<file path="config.mk">
export PLATFORM = sky130hd
export DESIGN_NAME = mult_div_unit
export DESIGN_NICKNAME = d
export VERILOG_FILES = /design/src/rtl/mult_div_pkg.sv /design/src/rtl/mult_div_unit_booth_step.sv /design/src/rtl/mult_div_unit.sv
export SDC_FILE = /design/constraint.sdc
export NUM_CORES = 1
export LEC_CHECK = 0
export ABC_AREA = 1
export CORE_ASPECT_RATIO = 0.8
export CORE_MARGIN = 1.5
export CORE_UTILIZATION = 57
export CTS_CLUSTER_DIAMETER = 120
export DETAILED_ROUTE_END_ITERATION = 16
export PLACE_DENSITY = 0.82
export SYNTH_ARGS = -nofsm -noshare
export SYNTH_HDL_FRONTEND = slang
export SYNTH_HIERARCHICAL = 1
export SYNTH_SLANG_ARGS = --single-unit
</file>
<file path="constraint.sdc">
create_clock -name Clk -period 3.6 [get_ports Clk]
set_input_delay 0.72 -clock Clk [delete_from_list [all_inputs] [get_ports Clk]]
set_output_delay 0.72 -clock Clk [all_outputs]
set_load 0.05 [all_outputs]
</file>
<file path="src/rtl/mult_div_pkg.sv">
// rtl/mult_div_pkg.sv - shared types, sizes and helpers for the multiply/divide unit
// Contents:
//   WIDTH_DEF   default operand width
//   CNT_W       width of the step counter
//   md_state_t  FSM state encoding (IDLE, MULT, DIV, FIX, FIN)
//   abs32       two's-complement magnitude of a 32-bit signed value
package mult_div_pkg;

  localparam int WIDTH_DEF = 32;
  localparam int CNT_W     = 6;

  typedef enum logic [2:0] {
    IDLE = 3'd0,
    MULT = 3'd1,
    DIV  = 3'd2,
    FIX  = 3'd3,
    FIN  = 3'd4
  } md_state_t;

  // Magnitude as an unsigned 32-bit value; -2^31 maps to 0x80000000.
  function automatic logic [31:0] abs32(input logic [31:0] v);
    return v[31] ? (~v + 32'd1) : v;
  endfunction

endpackage

</file>
<file path="src/rtl/mult_div_unit_booth_step.sv">
// rtl/mult_div_unit_booth_step.sv - one combinational radix-2 Booth iteration
// Ports:
//   acc, q, q_1        current {acc, Q, q-1} register
//   m                  multiplicand
//   acc_next, q_next,
//   q_1_next           register after add/subtract and arithmetic shift right
module booth_step #(
  parameter int WIDTH = 32
) (
  input  logic [WIDTH-1:0] acc,
  input  logic [WIDTH-1:0] q,
  input  logic             q_1,
  input  logic [WIDTH-1:0] m,
  output logic [WIDTH-1:0] acc_next,
  output logic [WIDTH-1:0] q_next,
  output logic             q_1_next
);

  logic [WIDTH:0] acc_x;
  logic [WIDTH:0] m_x;
  logic [WIDTH:0] sum;

  assign acc_x = {acc[WIDTH-1], acc};
  assign m_x   = {m[WIDTH-1], m};

  // The add is done one bit wider so the shift pulls in the true sign.
  // With a WIDTH-bit sum, acc - (-2^(WIDTH-1)) would wrap and corrupt the
  // product when both operands are the most negative value.
  always_comb begin
    sum = acc_x;
    unique case ({q[0], q_1})
      2'b01:   sum = acc_x + m_x;
      2'b10:   sum = acc_x - m_x;
      default: sum = acc_x;
    endcase
  end

  assign acc_next = sum[WIDTH:1];
  assign q_next   = {sum[0], q[WIDTH-1:1]};
  assign q_1_next = q[0];

endmodule

</file>
<file path="src/rtl/mult_div_unit.sv">
// rtl/mult_div_unit.sv - sequential signed multiply/divide unit producing HI/LO
// Optional feature macro: MULTDIV_DIV_EN (divider, DIV/FIX states, Div_zero).
// Without it Start_div is ignored and Div_zero is constant 0.
// Ports:
//   Clk         system clock, rising edge
//   Reset       synchronous active-low reset
//   Start_mult  one-cycle pulse: start signed A*B
//   Start_div   one-cycle pulse: start signed A/B
//   A, B        operands
//   Hi, Lo      product[63:32]/product[31:0] or remainder/quotient
//   Busy        operation in progress (MULT, DIV, FIX)
//   Done        one-cycle pulse, Hi/Lo valid
//   Div_zero    one-cycle pulse with Done when the divisor was 0
module mult_div_unit
  import mult_div_pkg::*;
#(
  parameter int WIDTH = WIDTH_DEF
) (
  input  logic             Clk,
  input  logic             Reset,
  input  logic             Start_mult,
  input  logic             Start_div,
  input  logic [WIDTH-1:0] A,
  input  logic [WIDTH-1:0] B,
  output logic [WIDTH-1:0] Hi,
  output logic [WIDTH-1:0] Lo,
  output logic             Busy,
  output logic             Done,
  output logic             Div_zero
);

  md_state_t        state;
  logic [CNT_W-1:0] cnt;

  // Booth working register {acc, q, q_1} and the latched multiplicand
  logic [WIDTH-1:0] acc_q;
  logic [WIDTH-1:0] q_q;
  logic             q1_q;
  logic [WIDTH-1:0] m_q;
  logic [WIDTH-1:0] acc_nx;
  logic [WIDTH-1:0] q_nx;
  logic             q1_nx;

  booth_step #(.WIDTH(WIDTH)) u_booth (
    .acc      (acc_q),
    .q        (q_q),
    .q_1      (q1_q),
    .m        (m_q),
    .acc_next (acc_nx),
    .q_next   (q_nx),
    .q_1_next (q1_nx)
  );

  logic last_step;
  assign last_step = (cnt == CNT_W'(WIDTH - 1));

`ifdef MULTDIV_DIV_EN
  // Restoring divider on magnitudes: quo_q starts as |A| and fills with
  // quotient bits from the right as dividend bits shift out the left.
  logic [WIDTH-1:0] rem_q;
  logic [WIDTH-1:0] quo_q;
  logic [WIDTH-1:0] dvs_q;
  logic             sign_a;
  logic             sign_b;
  logic [WIDTH:0]   div_shift;
  logic [WIDTH:0]   div_trial;
  logic             div_fits;

  assign div_shift = {rem_q, quo_q[WIDTH-1]};
  assign div_trial = div_shift - {1'b0, dvs_q};
  assign div_fits  = ~div_trial[WIDTH];
`else
  logic div_unused;
  assign div_unused = Start_div;
`endif

  always_ff @(posedge Clk) begin
    if (!Reset) begin
      state    <= IDLE;
      cnt      <= '0;
      acc_q    <= '0;
      q_q      <= '0;
      q1_q     <= 1'b0;
      m_q      <= '0;
      Hi       <= '0;
      Lo       <= '0;
      Busy     <= 1'b0;
      Done     <= 1'b0;
      Div_zero <= 1'b0;
`ifdef MULTDIV_DIV_EN
      rem_q    <= '0;
      quo_q    <= '0;
      dvs_q    <= '0;
      sign_a   <= 1'b0;
      sign_b   <= 1'b0;
`endif
    end else begin
      Done     <= 1'b0;
      Div_zero <= 1'b0;
      unique case (state)
        IDLE: begin
          if (Start_mult) begin
            acc_q <= '0;
            q_q   <= A;
            q1_q  <= 1'b0;
            m_q   <= B;
            cnt   <= '0;
            Busy  <= 1'b1;
            state <= MULT;
          end
`ifdef MULTDIV_DIV_EN
          else if (Start_div) begin
            if (B != '0) begin
              rem_q  <= '0;
              quo_q  <= abs32(A);
              dvs_q  <= abs32(B);
              sign_a <= A[WIDTH-1];
              sign_b <= B[WIDTH-1];
              cnt    <= '0;
              Busy   <= 1'b1;
              state  <= DIV;
            end else begin
              // Divide by zero completes at once and leaves Hi/Lo alone.
              Done     <= 1'b1;
              Div_zero <= 1'b1;
              state    <= FIN;
            end
          end
`endif
        end
        MULT: begin
          acc_q <= acc_nx;
          q_q   <= q_nx;
          q1_q  <= q1_nx;
          cnt   <= cnt + CNT_W'(1);
          if (last_step) begin
            Hi    <= acc_nx;
            Lo    <= q_nx;
            Busy  <= 1'b0;
            Done  <= 1'b1;
            state <= FIN;
          end
        end
`ifdef MULTDIV_DIV_EN
        DIV: begin
          rem_q <= div_fits ? div_trial[WIDTH-1:0] : div_shift[WIDTH-1:0];
          quo_q <= {quo_q[WIDTH-2:0], div_fits};
          cnt   <= cnt + CNT_W'(1);
          if (last_step) state <= FIX;
        end
        FIX: begin
          // Truncating division: quotient sign from the operand signs,
          // remainder sign follows the dividend.
          Lo    <= (sign_a ^ sign_b) ? (~quo_q + 1'b1) : quo_q;
          Hi    <= sign_a ? (~rem_q + 1'b1) : rem_q;
          Busy  <= 1'b0;
          Done  <= 1'b1;
          state <= FIN;
        end
`endif
        FIN: begin
          state <= IDLE;
        end
        default: begin
          Busy  <= 1'b0;
          state <= IDLE;
        end
      endcase
    end
  end

endmodule

</file>
==> results of run 1 <==
==> per-layer routing <==
metal / part of all wire / routed length [um] / vias up / GRT usage
li1: - / - / 5448 / -
met1: 0.47 / 13500 / 4823 / 0.411
met2: 0.45 / 13000 / 320 / 0.482
met3: 0.057 / 1620 / 43 / 0.0473
met4: 0.017 / 482 / 0 / 0.0818
met5: 0 / 0 / - / 0
==> synthesized netlist by cell type (9+ instances only) <==
| master | number |
|---|---|
| ha_1 | 35 |
| nand2_2 | 17 |
| xnor2_1 | 13 |
| o21ai_1 | 9 |
| nor2_1 | 233 |
| buf_2 | 32 |
| a21oi_1 | 76 |
| buf_1 | 10 |
| buf_4 | 46 |
| nand2_1 | 424 |
| inv_1 | 155 |
| clkbuf_1 | 33 |
| nand3_1 | 184 |
| o21ai_0 | 66 |
| nand4_1 | 75 |
| xor2_1 | 21 |
| dfxtp_1 | 171 |
| nor3_1 | 14 |
==> worst register-to-register path, delay by kind of cell (launching register included) <==
kind | cells | cell delay (ns)
AO/OA/AOI/OAI | 2 | 0.26
AND/OR/NAND/NOR | 10 | 1.27
adder cells (fa/ha/maj) | 2 | 0.60
buffers and inverters | 3 | 0.53
flip-flops | 1 | 0.36
XOR/XNOR | 1 | 0.16
==> power breakdown <==
part / total, uW / switching (uW) / internal, uW
logic: 976 / 627 / 349
registers: 2020 / 63.9 / 1950
clock network: 1840 / 899 / 945
==> layout by cell type, fill, tap and decap left out, types with 2 or more instances in the layout <==
| cell | instances |
|---|---|
| xnor2_1 | 13 |
| nor4_1 | 2 |
| inv_2 | 4 |
| clkinvlp_4 | 2 |
| buf_4 | 16 |
| or2_2 | 2 |
| clkbuf_16 | 17 |
| inv_1 | 153 |
| nor3_1 | 13 |
| o21bai_1 | 5 |
| nand2_2 | 18 |
| xor2_1 | 21 |
| nand3_2 | 4 |
| dfxtp_1 | 171 |
| a21oi_2 | 3 |
| nor2_4 | 4 |
| nand3b_1 | 7 |
| inv_6 | 6 |
| nand2_1 | 423 |
| o21ai_2 | 2 |
| nand3_1 | 184 |
| o21ai_1 | 11 |
| ha_1 | 33 |
| nor2_2 | 7 |
| clkdlybuf4s50_1 | 131 |
| inv_8 | 4 |
| or2_1 | 6 |
| a21oi_1 | 76 |
| nand4_1 | 75 |
| o21ai_0 | 64 |
| nor2_1 | 230 |
| a31oi_1 | 2 |
| clkinv_8 | 2 |
==> final timing paths <==
path              slack (ns)  depth (start not counted)   endpoint   start
hold reg to reg         0.47                          2     Hi[27]  Hi[27]
setup / recovery        0.31                         18  acc_q[25]  q_q[0]
hold / removal          0.47                          2     Hi[27]  Hi[27]
setup reg to reg        0.31                         18  acc_q[25]  q_q[0]
==> cell families after synthesis <==
logic type,count (synthesis),share of synthesized area
fa+ha+maj,36,0.0433
other cells,1,0.000355
compound gates,164,0.0810
flops,171,0.324
xor+xnor,34,0.0282
simple gates,979,0.404
buf+inv,280,0.119
==> sequential cells by signal, summed over array words and instances (netlist names) <==
name and count:
Busy 1, Done 1, Hi 32, Lo 32
acc_q 32, cnt 6, m_q 32, q1_q 1
q_q 32, state 2
==> through the flow <==
| stage | hold slack (ns) | cells |
|---|---|---|
| 2_1_floorplan | 0.448 | 1665 |
| 3_3_place_gp | 0.455 | 1921 |
| 3_5_place_dp | 0.459 | 1921 |
| 4_1_cts | 0.469 | 1953 |
| 5_1_grt | 0.482 | 1954 |
| 6_report | 0.466 | 1954 |
==> timing repair <==
item | in CTS | in global routing
gates resized for setup | 0 | 10
hold buffers | 0 | 0
hold endpoints to repair | 0 | 0
endpoints found under the setup margin | 0 | 34
setup buffers | 0 | 1
==> cell type report <==
cell class / instances / area share
clock buffers: 18 / 0.0358
clock inverters: 14 / 0.0116
inverters: 159 / 0.0489
multi-input cells: 1214 / 0.483
flip-flops and latches: 171 / 0.279
well taps: 230 / 0.0234
repair buffers: 148 / 0.118
==> results.md, run 1 <==
| Group | Parameter | This run |
|:---|:---|:---|
| status | Run status | finished, final reports clean |
| logic synthesis | Most used flip-flop cell after synthesis | dfxtp_1 |
| routing | Remaining DRCs | 0 |
| routing | Via count | 10600 |
| routing | Detailed-route vias per instance | 5.44 |
| global routing | Maximum number of pins on one net before global-route repair | 171 |
| place | Area post-placement | 11700 um^2 |
| logic synthesis | Async set or reset register ratio after synthesis | 0 |
| timing | Transition at the pin with the smallest max-transition slack | 0.952 ns |
| clocking | Cell at the root of the clock tree | clkbuf_16 |
| logic synthesis | Part of the Yosys area used for sequential elements | 0.324 |
| timing | Slew margin rel. | 0.364 |
| floorplanning | Area of the die | 19400 um^2 |
| logic synthesis | Number of cells produced by synthesis | 1665 |
| setup path | Req. time, crit path | 3.96 ns |
| setup path | Data arrival time at the worst-slack endpoint | 3.65 ns |
| setup path | Startpoint-to-endpoint class of the critical path | reg -> reg |
| setup path | Most prevalent standard cell on the critical path | nand2_1 |
| logic synthesis | Area share of the largest cell type after synthesis | 0.324 |
| routing | Remaining antenna violation count | 0 |
| finish | Antenna diode count | 0 |
| setup path | Family with the most delay on the worst path | simple AND/OR/NAND/NOR gates |
| place | Setup WS pre-CTS | 0.296 ns |
| global routing | GR Util All Layers | 0.298 |
| setup path | Crit path max fanout | 11 |
| setup path | Highest-delay cell along the critical path | dfxtp_1 |
| clocking | Number of levels the H-tree was split into | 4 |
| finish | Combined flip-flop and latch cell area | 3420 um^2 |
| logic synthesis | Main area contributors after synthesis | dfxtp_1 (32%), nand2_1 (15%), nand3_1 (8.7%), nor2_1 (8.3%), inv_1 (5.5%) |
| timing | Setup-failing EPs final | 0 |
| logic synthesis | Post-synth EDFFs | 0 |
| clocking | Total clock buffers created by CTS | 17 |
| routing | Total detailed-routing wirelength | 28.7 mm |
| logic synthesis | Nets in the synthesized netlist | 1769 |
| floorplanning | Number of I/O pins | 135 |
| clocking | Later-pin clock latency in the skew report | 0.44 ns |
| logic synthesis | Count of unique library cells instantiated by Yosys | 37 |
| timing | TNS Setup | 0 ns |
| timing | Worst setup skew after layout | 0.0124 ns |
| clocking | CTS tree | yes |
| global routing | Via count of the first global-routing pass | 9497 |
| job | Maxcap violations | 0 |
| clocking | Clock slew at reported path FFs | 0.07 ns |
| routing | Number of iterations in the first detailed-routing pass | 5 |
| floorplanning | Die Ht | 125 um |
| place | HPWL after detailed placement | 20.0 mm |
| finish | Layout filler cell count | 1697 |
| routing | Initial DRC Count | 810 |
| clocking | # clock sinks | 171 |
| global routing | Wire length of the first global-routing pass | 46.8 mm |
| global routing | Remaining global-route overflow | 0 |
| finish | Area of all placed cells without fillers | 12300 um^2 |
| finish | Combined area of the multi-input logic cells | 5940 um^2 |
| timing | Slack of the critical path | 0.310 ns |
| timing | Final critical-path share of the clock period | 0.914 |
| global routing | Number of antenna violations at the first check in global routing | 0 |
| finish | Layout Area Growth over Synthesis | 16.2% |
| timing | Total count of max-transition violations in the final report | 0 |
| finish | Post-layout net count | 1815 |
| pwr | Max VDD drop | 0.000279 V |
| finish | Core utilization of the finished layout | 0.676 |
| place | Port Buffers | 132 |
| logic synthesis | Cell taking the most area after synthesis | dfxtp_1 |
| setup path | Crit path capture type | register |
| setup path | Stage delay of the slowest cell on the critical path | 0.36 ns |
| setup path | Launching element type of the critical path | register |
| floorplanning | Die boundary width | 155 um |
| setup path | Number of buffer and inverter instances along the worst setup path | 3 |
| timing | Final Hold Violating Endpoints | 0 |
| logic synthesis | Synthesis warning total | 6 |
| logic synthesis | Synthesized area divided by synthesized cell count | 6.35 um^2 |
| timing | Time the final worst path needs with I/O delays and setup | 3.29 ns |
| floorplanning | Floorplan row count | 44 |
| routing | Wire length per cell | 14.7 um |
| floorplanning | Initial cell density of the core | 0.582 |
| pwr | Pleak | 0.00575 uW |
| clocking | Buffer depth of the longest clock path | 2 |
| timing | Highest Clock Rate | 0.304 GHz |
| finish | Layout cells sized above 1 | 0.0574 |
| floorplanning | Total core area | 18200 um^2 |
| worst hold path | Path category of the worst min-delay check | reg -> reg |
| logic synthesis | Area of the mapped netlist | 10600 um^2 |
| place | Routability Congestion | 0.988 |
| pwr | Final total power | 4840 uW |
| setup path | Worst path cell trace | ha_1 > clkinvlp_4 > buf_4 > nand2_1 > o21ai_0 > xor2_1 > inv_1 > ha_1 > nand2_1 > nor2_1 > nand2_1 > nor3_1 > nand2_1 > nand3_1 > nand3_1 > nand2_1 > nand2_1 > a21oi_1 |
| logic synthesis | Count of state elements after synthesis | 171 |
| pwr | Power Density | 394 nW/um^2 |
Note: power is estimated with default switching activity, not from simulation.
==> run 2, diff against run 1 <==
- CORE_UTILIZATION: 57 -> 58
- CTS_BUF_LIST: unset -> sky130_fd_sc_hd__clkbuf_2 sky130_fd_sc_hd__clkbuf_4 sky130_fd_sc_hd__clkbuf_8
- PLACE_DENSITY: 0.82 -> 0.83
==> results.md, run 2 (same netlist as run 1, synthesis figures left out) <==
| Group | Parameter | This run |
|:---|:---|:---|
| status | Run status | finished, final reports clean |
| clocking | Clock slew at reported path FFs | 0.11 ns |
| job | Maxcap violations | 0 |
| timing | Setup-failing EPs final | 0 |
| floorplanning | Number of I/O pins | 135 |
| finish | Combined area of the multi-input logic cells | 5950 um^2 |
| finish | Layout cells sized above 1 | 0.0603 |
| finish | Post-layout net count | 1817 |
| routing | Remaining antenna violation count | 0 |
| timing | Final critical-path share of the clock period | 0.939 |
| finish | Layout Area Growth over Synthesis | 14.9% |
| finish | Most common cell after layout, fill and taps aside | nand2_1 |
| global routing | Remaining global-route overflow | 0 |
| floorplanning | Area of the die | 19100 um^2 |
| routing | Remaining DRCs | 0 |
| routing | Number of iterations in the first detailed-routing pass | 5 |
| floorplanning | Floorplan row count | 43 |
| setup path | Crit path max fanout | 7 |
| pwr | Switching Power | 1530 uW |
| routing | Initial DRC Count | 936 |
| finish | Most frequent cells in the layout | nand2_1 (423), nor2_1 (231), nand3_1 (184) |
| setup path | Worst path cell trace | ha_1 > clkinvlp_4 > buf_4 > o21ai_1 > xnor2_1 > inv_1 > ha_1 > a21oi_1 > o21bai_1 > nand2_1 > nand2_1 > a21oi_1 > nand2_1 > nand2_1 > nand3_1 > nand2_1 > nand2_1 > a21oi_1 |
| clocking | # clock sinks | 171 |
| pwr | Pleak | 0.00569 uW |
| routing | Wire length per cell | 14.6 um |
| pwr | Clock share of power | 0.325 |
| setup path | Req. time, crit path | 4.03 ns |
| pwr | Max VDD drop | 0.000276 V |
| global routing | Number of antenna violations at the first check in global routing | 0 |
| finish | Post-route non-filler standard cell count | 1951 |
| finish | Combined flip-flop and latch cell area | 3420 um^2 |
| floorplanning | Initial cell density of the core | 0.601 |
| floorplanning | Total core area | 17600 um^2 |
| setup path | Number of buffer and inverter instances along the worst setup path | 3 |
| finish | Antenna diode count | 0 |
| pwr | Portion of total power attributed to combinational logic | 0.220 |
| place | Port Buffers | 132 |
| pwr | Power Density | 366 nW/um^2 |
| place | HPWL after detailed placement | 20.5 mm |
| clocking | Number of levels the H-tree was split into | 4 |
| timing | Slew margin rel. | 0.415 |
| timing | Total count of max-transition violations in the final report | 0 |
| setup path | Most prevalent standard cell on the critical path | nand2_1 |
| global routing | GR Util All Layers | 0.301 |
| timing | Worst setup skew after layout | 0.0149 ns |
| floorplanning | Die boundary width | 154 um |
| timing | Final Hold Violating Endpoints | 0 |
| routing | Via count | 10700 |
| finish | Layout filler cell count | 1622 |
| clocking | CTS tree | yes |
| timing | Highest Clock Rate | 0.296 GHz |
| setup path | Startpoint-to-endpoint class of the critical path | reg -> reg |
| timing | Time the final worst path needs with I/O delays and setup | 3.38 ns |
| setup path | Family with the most delay on the worst path | compound AO/OA/AOI/OAI gates |
| place | Routability Congestion | 0.934 |
| pwr | Switching share of power | 0.344 |
| place | Setup WS pre-CTS | 0.217 ns |
| clocking | Cell at the root of the clock tree | clkbuf_8 |
| clocking | Buffer depth of the longest clock path | 2 |
| timing | TNS Setup | 0 ns |
| setup path | Highest-delay cell along the critical path | dfxtp_1 |
| global routing | Wire length of the first global-routing pass | 45.9 mm |
| pwr | Final total power | 4440 uW |
| global routing | Via count of the first global-routing pass | 9313 |
| timing | Transition at the pin with the smallest max-transition slack | 0.874 ns |
| setup path | Crit path capture type | register |
| timing | Slack of the critical path | 0.221 ns |
| global routing | Maximum number of pins on one net before global-route repair | 123 |
| routing | Total detailed-routing wirelength | 28.6 mm |
| floorplanning | Die Ht | 124 um |
| routing | Detailed-route vias per instance | 5.49 |
| setup path | Data arrival time at the worst-slack endpoint | 3.80 ns |
| setup path | Launching element type of the critical path | register |
| setup path | Stage delay of the slowest cell on the critical path | 0.38 ns |
| pwr | Sequential power share | 0.455 |
| worst hold path | Path category of the worst min-delay check | reg -> reg |
| place | Placed cell count | 1915 |
| clocking | Later-pin clock latency in the skew report | 0.49 ns |
| clocking | Total clock buffers created by CTS | 17 |
| pwr | Internal power summed over all cells | 2910 uW |
run 2: cell types whose count changed in the layout (fill, tap and decap cells not counted), sizes merged:
cell | previous run | this run
bufinv | 0 | 1
clkinv | 4 | 5
clkinvlp | 2 | 3
buf | 17 | 18
inv | 167 | 165
run 2: per-layer routing:
metal / vias to the layer above / track usage / wire length, um
met5: - / 0 / 0
met4: 0 / 0.0971 / 537
met3: 40 / 0.0498 / 1880
met2: 355 / 0.487 / 13000
met1: 4875 / 0.412 / 13200
li1: 5442 / - / -
run 2: worst min-delay path: stages, from the launching register on:
cell and delay, ns:
dfxtp_1 0.32, nand3_1 0.07, nand2_1 0.04
run 2: metrics by stage:
stage / util / instance area, um^2 / hold WS, ns
floorplan: - / 10600 / 0.448
global placement: 0.662 / 11700 / 0.453
detailed placement: 0.662 / 11700 / 0.457
CTS: 0.686 / 12100 / 0.471
global route: 0.691 / 12200 / 0.484
finish: 0.691 / 12200 / 0.466
run 2: power groups by stage:
| stage | Clock (uW) | Combinational, uW | Sequential (uW) |
|---|---|---|---|
| floorplan | 0 | 739 | 2040 |
| global placement | 0 | 931 | 2060 |
| detailed placement | 0 | 945 | 2060 |
| CTS | 1460 | 951 | 2020 |
| global route | 1540 | 1090 | 2030 |
| finish | 1440 | 978 | 2020 |
run 2: timing repair:
action	CTS	global route
gates resized for setup	0	11
hold buffers	0	0
endpoints found under the hold margin	0	0
endpoints found under the setup margin	0	34
buffers inserted	0	3
run 2: path summary, 6_finish.rpt:
| kind | end | cells past startpoint | start | slack, ns |
|---|---|---|---|---|
| setup reg to reg | acc_q[25] | 18 | q_q[0] | 0.22 |
| setup / recovery | acc_q[25] | 18 | q_q[0] | 0.22 |
| hold reg to reg | Hi[22] | 2 | Hi[22] | 0.47 |
| hold / removal | Hi[22] | 2 | Hi[22] | 0.47 |
run 2: layout make-up:
type	instances	share of cell area
Sequential cell	171	0.282
Timing Repair Buffer	149	0.121
Clock buffer	18	0.0204
Clock inverter	14	0.0138
Multi-Input combinational cell	1214	0.490
Tap cell	225	0.0232
Timing Repair inverter	1	0.000412
Inverter	159	0.0494
